File: src/rtl/booth_pkg.sv
// Shared types for the sequential Booth multiplier: FSM states, requester ID
// and the round-robin pick between the two requesters.
package booth_pkg;

  localparam int DEFAULT_WIDTH = 4;

  typedef enum logic [1:0] {
    ST_IDLE = 2'd0,
    ST_RUN  = 2'd1,
    ST_DONE = 2'd2
  } state_e;

  typedef logic req_id_t;

  // On a tie the requester that was not granted last wins.
  function automatic logic [1:0] rr_pick(input logic [1:0] req, input req_id_t last_id);
    logic [1:0] g;
    g = 2'b00;
    case (req)
      2'b01:   g = 2'b01;
      2'b10:   g = 2'b10;
      2'b11:   g = last_id ? 2'b01 : 2'b10;
      default: g = 2'b00;
    endcase
    return g;
  endfunction

endpackage

File: src/rtl/booth_step.sv
// One radix-2 Booth iteration: conditional add/subtract of M into A, then an
// arithmetic right shift of {A, Q, Q-1}.
module booth_step #(
  parameter int WIDTH = 4
) (
  input  logic [WIDTH:0]   a_i,
  input  logic [WIDTH:0]   m_i,
  input  logic [WIDTH-1:0] q_i,
  input  logic             qm1_i,
  output logic [WIDTH:0]   a_o,
  output logic [WIDTH-1:0] q_o,
  output logic             qm1_o
);

  logic [WIDTH:0] sum;

  always_comb begin
    sum = a_i;
    case ({q_i[0], qm1_i})
      2'b01:   sum = a_i + m_i;
      2'b10:   sum = a_i - m_i;
      default: sum = a_i;
    endcase
    a_o   = {sum[WIDTH], sum[WIDTH:1]};
    q_o   = {sum[0], q_i[WIDTH-1:1]};
    qm1_o = q_i[0];
  end

endmodule

File: src/rtl/booth_mult_arbiter.sv
// Two-requester round-robin front end sharing one sequential Booth datapath;
// one Booth step per clock, result tagged with the requester ID.
module booth_mult_arbiter
  import booth_pkg::*;
#(
  parameter int WIDTH = DEFAULT_WIDTH
) (
  input  logic                 clock,
  input  logic                 reset,
  input  logic                 req0,
  input  logic [WIDTH-1:0]     a0,
  input  logic [WIDTH-1:0]     b0,
  input  logic                 req1,
  input  logic [WIDTH-1:0]     a1,
  input  logic [WIDTH-1:0]     b1,
  output logic [1:0]           gnt,
  output logic                 busy,
  output logic                 done,
  output logic                 done_id,
  output logic [2*WIDTH-1:0]   product
);

  localparam int CNT_W = $clog2(WIDTH);

  state_e               state_q, state_d;
  logic [WIDTH:0]       a_q, a_d, m_q, m_d, a_n;
  logic [WIDTH-1:0]     q_q, q_d, q_n;
  logic                 qm1_q, qm1_d, qm1_n;
  logic [CNT_W-1:0]     cnt_q, cnt_d;
  req_id_t              id_q, id_d, last_id_q, last_id_d, sel_id;
  logic                 busy_q, busy_d, done_q, done_d, done_id_q, done_id_d;
  logic [2*WIDTH-1:0]   product_q, product_d;
  logic                 accept;

  booth_step #(.WIDTH(WIDTH)) u_step (
    .a_i   (a_q),
    .m_i   (m_q),
    .q_i   (q_q),
    .qm1_i (qm1_q),
    .a_o   (a_n),
    .q_o   (q_n),
    .qm1_o (qm1_n)
  );

  always_comb begin
    gnt = (state_q == ST_IDLE) ? rr_pick({req1, req0}, last_id_q) : 2'b00;
  end

  assign sel_id = gnt[1];
  assign accept = |(gnt & {req1, req0});

  always_comb begin
    state_d   = state_q;
    a_d       = a_q;
    m_d       = m_q;
    q_d       = q_q;
    qm1_d     = qm1_q;
    cnt_d     = cnt_q;
    id_d      = id_q;
    last_id_d = last_id_q;
    busy_d    = busy_q;
    done_d    = 1'b0;
    done_id_d = done_id_q;
    product_d = product_q;
    case (state_q)
      ST_IDLE: begin
        if (accept) begin
          a_d       = '0;
          m_d       = sel_id ? {a1[WIDTH-1], a1} : {a0[WIDTH-1], a0};
          q_d       = sel_id ? b1 : b0;
          qm1_d     = 1'b0;
          cnt_d     = CNT_W'(WIDTH - 1);
          id_d      = sel_id;
          last_id_d = sel_id;
          busy_d    = 1'b1;
          state_d   = ST_RUN;
        end
      end
      ST_RUN: begin
        a_d   = a_n;
        q_d   = q_n;
        qm1_d = qm1_n;
        if (cnt_q == '0) begin
          // Result is taken straight from the final step so it lands with done.
          product_d = {a_n[WIDTH-1:0], q_n};
          done_d    = 1'b1;
          done_id_d = id_q;
          state_d   = ST_DONE;
        end else begin
          cnt_d = cnt_q - CNT_W'(1);
        end
      end
      ST_DONE: begin
        busy_d  = 1'b0;
        state_d = ST_IDLE;
      end
      default: state_d = ST_IDLE;
    endcase
  end

  always_ff @(posedge clock) begin
    if (reset) begin
      state_q   <= ST_IDLE;
      a_q       <= '0;
      m_q       <= '0;
      q_q       <= '0;
      qm1_q     <= 1'b0;
      cnt_q     <= '0;
      id_q      <= 1'b0;
      last_id_q <= 1'b1;
      busy_q    <= 1'b0;
      done_q    <= 1'b0;
      done_id_q <= 1'b0;
      product_q <= '0;
    end else begin
      state_q   <= state_d;
      a_q       <= a_d;
      m_q       <= m_d;
      q_q       <= q_d;
      qm1_q     <= qm1_d;
      cnt_q     <= cnt_d;
      id_q      <= id_d;
      last_id_q <= last_id_d;
      busy_q    <= busy_d;
      done_q    <= done_d;
      done_id_q <= done_id_d;
      product_q <= product_d;
    end
  end

  assign busy    = busy_q;
  assign done    = done_q;
  assign done_id = done_id_q;
  assign product = product_q;

endmodule

File: config.mk
export PLATFORM = sky130hd
export DESIGN_NAME = booth_mult_arbiter
export DESIGN_NICKNAME = d
export VERILOG_FILES = /design/src/rtl/booth_pkg.sv /design/src/rtl/booth_step.sv /design/src/rtl/booth_mult_arbiter.sv
export SDC_FILE = /design/constraint.sdc
export NUM_CORES = 1
export LEC_CHECK = 0
export ABC_AREA = 0
export CAP_MARGIN = 20
export CORE_UTILIZATION = 50
export CTS_BUF_LIST = sky130_fd_sc_hd__clkbuf_16
export CTS_CLUSTER_SIZE = 14
export DETAILED_ROUTE_END_ITERATION = 6
export GPL_TIMING_DRIVEN = 0
export PLACE_DENSITY_LB_ADDON = 0.1
export SLEW_MARGIN = 25
export SYNTH_ARGS = -nofsm -noshare
export SYNTH_HDL_FRONTEND = slang
export SYNTH_SLANG_ARGS = --single-unit
File: constraint.sdc
create_clock -name clock -period 2.9 [get_ports clock]
set_clock_uncertainty 0.15 [all_clocks]
set_input_delay 0.29 -clock clock [delete_from_list [all_inputs] [get_ports clock]]
set_output_delay 0.29 -clock clock [all_outputs]
set_load 0.01 [all_outputs]
==> results.toml, run 1 <==
[global_route]
antenna_found_initial = 0
grt_pass1_vias = 1429
grt_max_degree = 11
grt_pass1_wl_mm = 5.913
grtUsageTotal_pct = 23.21
overflow = 0

[die]
initial_core_util_pct = 54.06
dieHeight_um = 57.07
core-area_sq_mm = 0.002805
die_area_sq_mm = 0.003257
io-pin-count = 33
rows = 19
die_width_um = 57.07

[timing]
finalHoldViolCount = 0
post-route-period-util_pct = 93.37
fmax_mhz = 369.3
setup_ws_ps = 192.4
tightestPinTransition_ps = 596.6
relSlewSlack_pct = 60.23
drv_slew = 0
min_period_ps = 2708
setup_violations = 0
tns_ps = 0
rsz0062_at_grt = "no"

[drt]
drc = 5
drt_wl_total_mm = 3.474
vias = 1451
first_pass_iters = 6
post_drt_wl_per_cell_um = 13.52
vias_per_cell = 5.646
drt-initial-drc-count = 66
ant_nets = 0

[setup_path]
cp-endpoint = "product[7]$_SDFFE_PP0P_"
cp_slowest_stage_delay_ps = 420
crit_arrival_ps = 2740
cp_num_buf_inv = 1
start_kind = "flop"
endpoint_kind = "flop"
critPathMaxFanout = 4
cp_slowest_cell = "fa_1"
r2r.worst_path.cells = 9
reg2reg_slack_ps = 190
required_ps = 2930
crit_type = "flop to flop"
cp_cell_sequence = "inv_1 -> ha_1 -> mux2_2 -> fa_1 -> nand2b_1 -> a21oi_2 -> xnor2_1 -> or3_1 -> a311oi_2"
crit_cells = 9
r2r-start = "m_q[0]$_SDFFE_PP0P_"
crit_family = "adder cells"
cp-startpoint = "m_q[0]$_SDFFE_PP0P_"
worstReg2RegEnd = "product[7]$_SDFFE_PP0P_"

[finish]
mostFrequentLayoutCell = "clkdlybuf4s50_1"
area_growth_pct = 35.48
multiInputGateArea_sq_um = 830.8
ff_latch_area_sq_um = 600.6
drive_gt1_share_pct = 7.965
antenna_cells = 0
final_util_pct = 73.24
nets = 253
layout_common_cells = "clkdlybuf4s50_1, dfxtp_1, nand2_1"
fill_cells = 214

[cts]
cts.htree.levels = 2
clk_pin_slew_ps = 50
cts_resized = 0
cts_sinks = 30
clockBufferDepth = 2
cts_buffers = 5
postCtsSetupBuffers = 0
hold_buffers = 0
cts_tree = "built"
cts_root_buf = "clkbuf_16"
worstSkewPairLatency_ps = 270

[power]
p_per_area_mw_per_mm2 = 744.1
ir_drop_mv = 0.4777
sw_frac_of_total_pct = 26.76
internal_power_uw = 1120
p_sw_uw = 409.0
combPwrFrac_pct = 24.9
leakage_uw = 0.0007879
pwr-share-clk_pct = 43.4
power_frac_seq_pct = 31.7

[yosys]
yosys_warnings = 0
synth_top_area_share_pct = 39.60
synth_ff_type = "dfxtp_1"
synth_edf_count = 0
postSynth.asyncResetShare_pct = 0
synth.distinct_cells = 39
syn_area_per_cell_sq_um = 8.109
syn_inst = 187
yosysSeqAreaShare_pct = 39.60
synth.ff_latch_count = 30
netlist_area_sq_mm = 0.001516
syn-num-nets = 215
synth_top_area_cell = "dfxtp_1"
synthTopCellsByArea = "dfxtp_1, nand2_1, nor2_1"

[outcome]
violations = "DRC"
outcome = "complete, but fails checks"

[placed_design]
hpwl_mm = 2.611
portBuffers = 31
pre_cts_ws_ps = 173.5
globalplace.congestion = 0.8342

[min_path]
hp-class = "input pin to flop"
min_from = "reset"

[job]
max-cap-violations = 0
layer usage:
layer	up-vias	global-route usage [%]	part of all wire, %
met1	686	27.61	44
li1	718	-	-
met2	43	42.52	51
met5	-	0	0
met4	0	6.969	0.63
met3	4	4.082	4.3
power by group through the flow:
stage | combinational [uW] | sequential (uW) | clock (uW)
after floorplan | 263 | 490 | 0
after global routing | 428 | 490 | 677
after global placement | 362 | 489 | 0
final | 380 | 485 | 664
after CTS | 381 | 484 | 661
after detailed placement | 378 | 492 | 0
area by class of cell:
type | instances | area share, %
Sequential cell | 30 | 29.23
Clock buffer | 5 | 6.090
Tap cell | 31 | 1.888
Timing Repair Buffer | 31 | 15.10
Clock inverter | 3 | 3.106
Inverter | 11 | 2.010
Multi-Input combinational cell | 137 | 40.44
Buffer | 9 | 2.132
per-stage QoR:
step	total power (uW)	hold slack (ps)	cells	area, sq um
after floorplan	752.5	282.1	187	1516
after global placement	851.2	291.4	249	1866
after detailed placement	870.0	299.9	249	1866
after CTS	1527	231.9	257	2054
after global routing	1595	264.1	257	2054
final	1529	232.0	257	2054
synthesized netlist by cell type (all sizes together), types with 2 or more instances:
master / number
nor2: 26
xnor2: 3
mux2: 4
o21ai: 6
nand3: 6
a22o: 3
a311oi: 4
and2: 4
a21boi: 2
inv: 11
nand2b: 2
nor3: 3
ha: 7
a31oi: 4
nor2b: 3
dfxtp: 30
buf: 3
a21oi: 16
clkbuf: 6
a211oi: 4
nand2: 29
flip-flops by register name, indices dropped and copies added, names as in the netlist, 2 cells and up:
register / cells
state_q: 2
q_q: 4
product: 8
m_q: 4
a_q: 4
cnt_q: 2
worst min-delay path by stage:
stage,cells after the start,endpoint
floorplan,2,done_id$_SDFFE_PP0P_
global placement,2,product[2]$_SDFFE_PP0P_
detailed placement,2,product[1]$_SDFFE_PP0P_
CTS,2,a_q[0]$_SDFFE_PP0P_
global route,2,q_q[3]$_SDFFE_PP0P_
finish,2,a_q[0]$_SDFFE_PP0P_
cells by family (layout without fill, tap and decap cells):
logic type	Yosys count	in the layout	share of synthesized area, %
and+or+nand+nor	76	76	21.70
AOI/OAI and AO/OA	44	44	20.05
muxes	5	5	3.630
buffers and inverters	20	59	5.610
DFF	30	30	39.60
xor gates and xnor gates	4	4	2.311
adders and majority gates	8	8	7.095
Note: power is estimated with default switching activity, not from simulation.
==> run 2: changes to the inputs <==
--- a/config.mk
+++ b/config.mk
@@ -12,7 +12,7 @@
 export CTS_CLUSTER_SIZE = 14
 export DETAILED_ROUTE_END_ITERATION = 6
 export GPL_TIMING_DRIVEN = 0
-export PLACE_DENSITY_LB_ADDON = 0.1
+export PLACE_DENSITY = 0.75
 export SLEW_MARGIN = 25
 export SYNTH_ARGS = -nofsm -noshare
 export SYNTH_HDL_FRONTEND = slang
==> constraint.sdc (replaced) <==
create_clock -name clock -period 3.1 [get_ports clock]
set_clock_uncertainty 0.15 [all_clocks]
set_input_delay 0.31 -clock clock [delete_from_list [all_inputs] [get_ports clock]]
set_output_delay 0.31 -clock clock [all_outputs]
set_load 0.01 [all_outputs]
==> run 2 against run 1 <==
Against the previous run:
- global-route usage is 1.9 points higher
- sequential share of layout area unchanged
- clock-buffer cell count did not move
- routed wire length increased by 3.7%
- utilization unchanged
- setup slack improved by 150 ps
- die area stayed put
- combinational power decreased by 5%
- fmax shrank 1.8%
- flip-flop and latch count unchanged
- the flow still finishes with violations (DRC)
- via count decreased by 0.55%
- hold slack improved by 29 ps
==> results.toml, run 2 (synthesis results as in run 1) <==
[setup_path]
endpoint_kind = "flop"
crit_type = "flop to flop"
start_kind = "flop"
critPathMaxFanout = 4
required_ps = 3080
reg2reg_slack_ps = 340
crit_arrival_ps = 2730

[timing]
hold_slack_ps = 260.8
drv_slew = 0
tns_ps = 0
fmax_mhz = 362.6
setup_violations = 0
post-route-period-util_pct = 88.96
tightestPinTransition_ps = 582.4
finalHoldViolCount = 0
rsz0062_at_grt = "no"
min_period_ps = 2758
relSlewSlack_pct = 61.18

[finish]
final_area_sq_mm = 0.002054
largest_register_ffs = 8
mostFrequentLayoutCell = "clkdlybuf4s50_1"
drive_gt1_share_pct = 7.965
nets = 253
antenna_cells = 0
area_growth_pct = 35.48
layout_common_cells = "clkdlybuf4s50_1, dfxtp_1, nand2_1"

[cts]
hold_buffers = 0
cts.htree.levels = 2
cts_root_buf = "clkbuf_16"
cts_sinks = 30
cts_resized = 0
postCtsSetupBuffers = 0
clk_pin_slew_ps = 50
clockBufferDepth = 2
cts_tree = "built"
cts_buffers = 5
worstSkewPairLatency_ps = 270

[placed_design]
hpwl_mm = 2.661
globalplace.congestion = 0.7844
dpl-instance-area_sq_mm = 0.001866
portBuffers = 31

[outcome]
violations = "DRC"
outcome = "complete, but fails checks"

[drt]
drt-initial-drc-count = 48
drc = 2
drt_wl_total_mm = 3.602
vias = 1443
post_drt_wl_per_cell_um = 14.02
vias_per_cell = 5.615
first_pass_iters = 6
ant_nets = 0

[job]
max-cap-violations = 0

[die]
initial_core_util_pct = 54.06
io-pin-count = 33
core-area_sq_mm = 0.002805
die_width_um = 57.07
rows = 19
dieHeight_um = 57.07
die_area_sq_mm = 0.003257

[global_route]
grt_max_degree = 11
overflow = 0
antenna_found_initial = 0
grt_pass1_vias = 1381
grt_pass1_wl_mm = 6.154
grtUsageTotal_pct = 25.08

[power]
leakage_uw = 0.0007879
p_per_area_mw_per_mm2 = 699.6
ir_drop_mv = 0.6116

[min_path]
hp-class = "input pin to flop"
-- run 2: cell counts in the layout (fill, tap and decap cells not counted) --
No cell type changed its count.
-- run 2: cell type report --
class	count	area [sq um]
Clock buffer	5	125.1
Timing Repair Buffer	31	310.3
Fill cell	227	750.7
Clock inverter	3	63.81
Buffer	9	43.79
Multi-Input combinational cell	137	830.8
Sequential cell	30	600.6
Tap cell	31	38.79
Inverter	11	41.29
-- run 2: final timing paths --
path / depth (start not counted) / from / to
max: 10 / m_q[0]$_SDFFE_PP0P_ / a_q[2]$_SDFFE_PP0P_
min: 2 / reset / product[4]$_SDFFE_PP0P_
max reg2reg: 10 / m_q[0]$_SDFFE_PP0P_ / a_q[2]$_SDFFE_PP0P_
min reg2reg: 2 / id_q$_SDFFE_PP0P_ / done_id$_SDFFE_PP0P_
-- run 2: per-stage QoR --
stage	util, %	instances	power, uW	setup slack, ps
after floorplan	-	187	703.9	569.7
after global placement	66.50	249	800.1	406.8
after detailed placement	66.50	249	820.4	361.1
after CTS	73.24	257	1441	337.0
after global routing	73.24	257	1510	173.8
final	73.24	257	1437	342.4
-- run 2: power breakdown --
group / internal [uW] / switching (uW) / leakage [uW]
Combinational: 167 / 195 / 0.000450
Clock: 457 / 167 / 0.0000915
Sequential: 424 / 28.2 / 0.000246
Total: 1050 / 390 / 0.000788
-- run 2: worst max-delay path: stages, from the launching register on --
cell	delay, ps
dfxtp_1	400
inv_1	70
ha_1	280
mux2_2	290
inv_1	70
ha_1	210
nor2b_1	130
o21ai_1	120
mux2_1	330
a221oi_1	410
a211oi_1	150
-- run 2: routing by layer --
layer / part of all wire (%) / GRT usage (%)
met5: 0 / 0
met4: 0.97 / 8.014
met3: 4.0 / 5.442
met2: 52 / 45.04
met1: 43 / 29.76
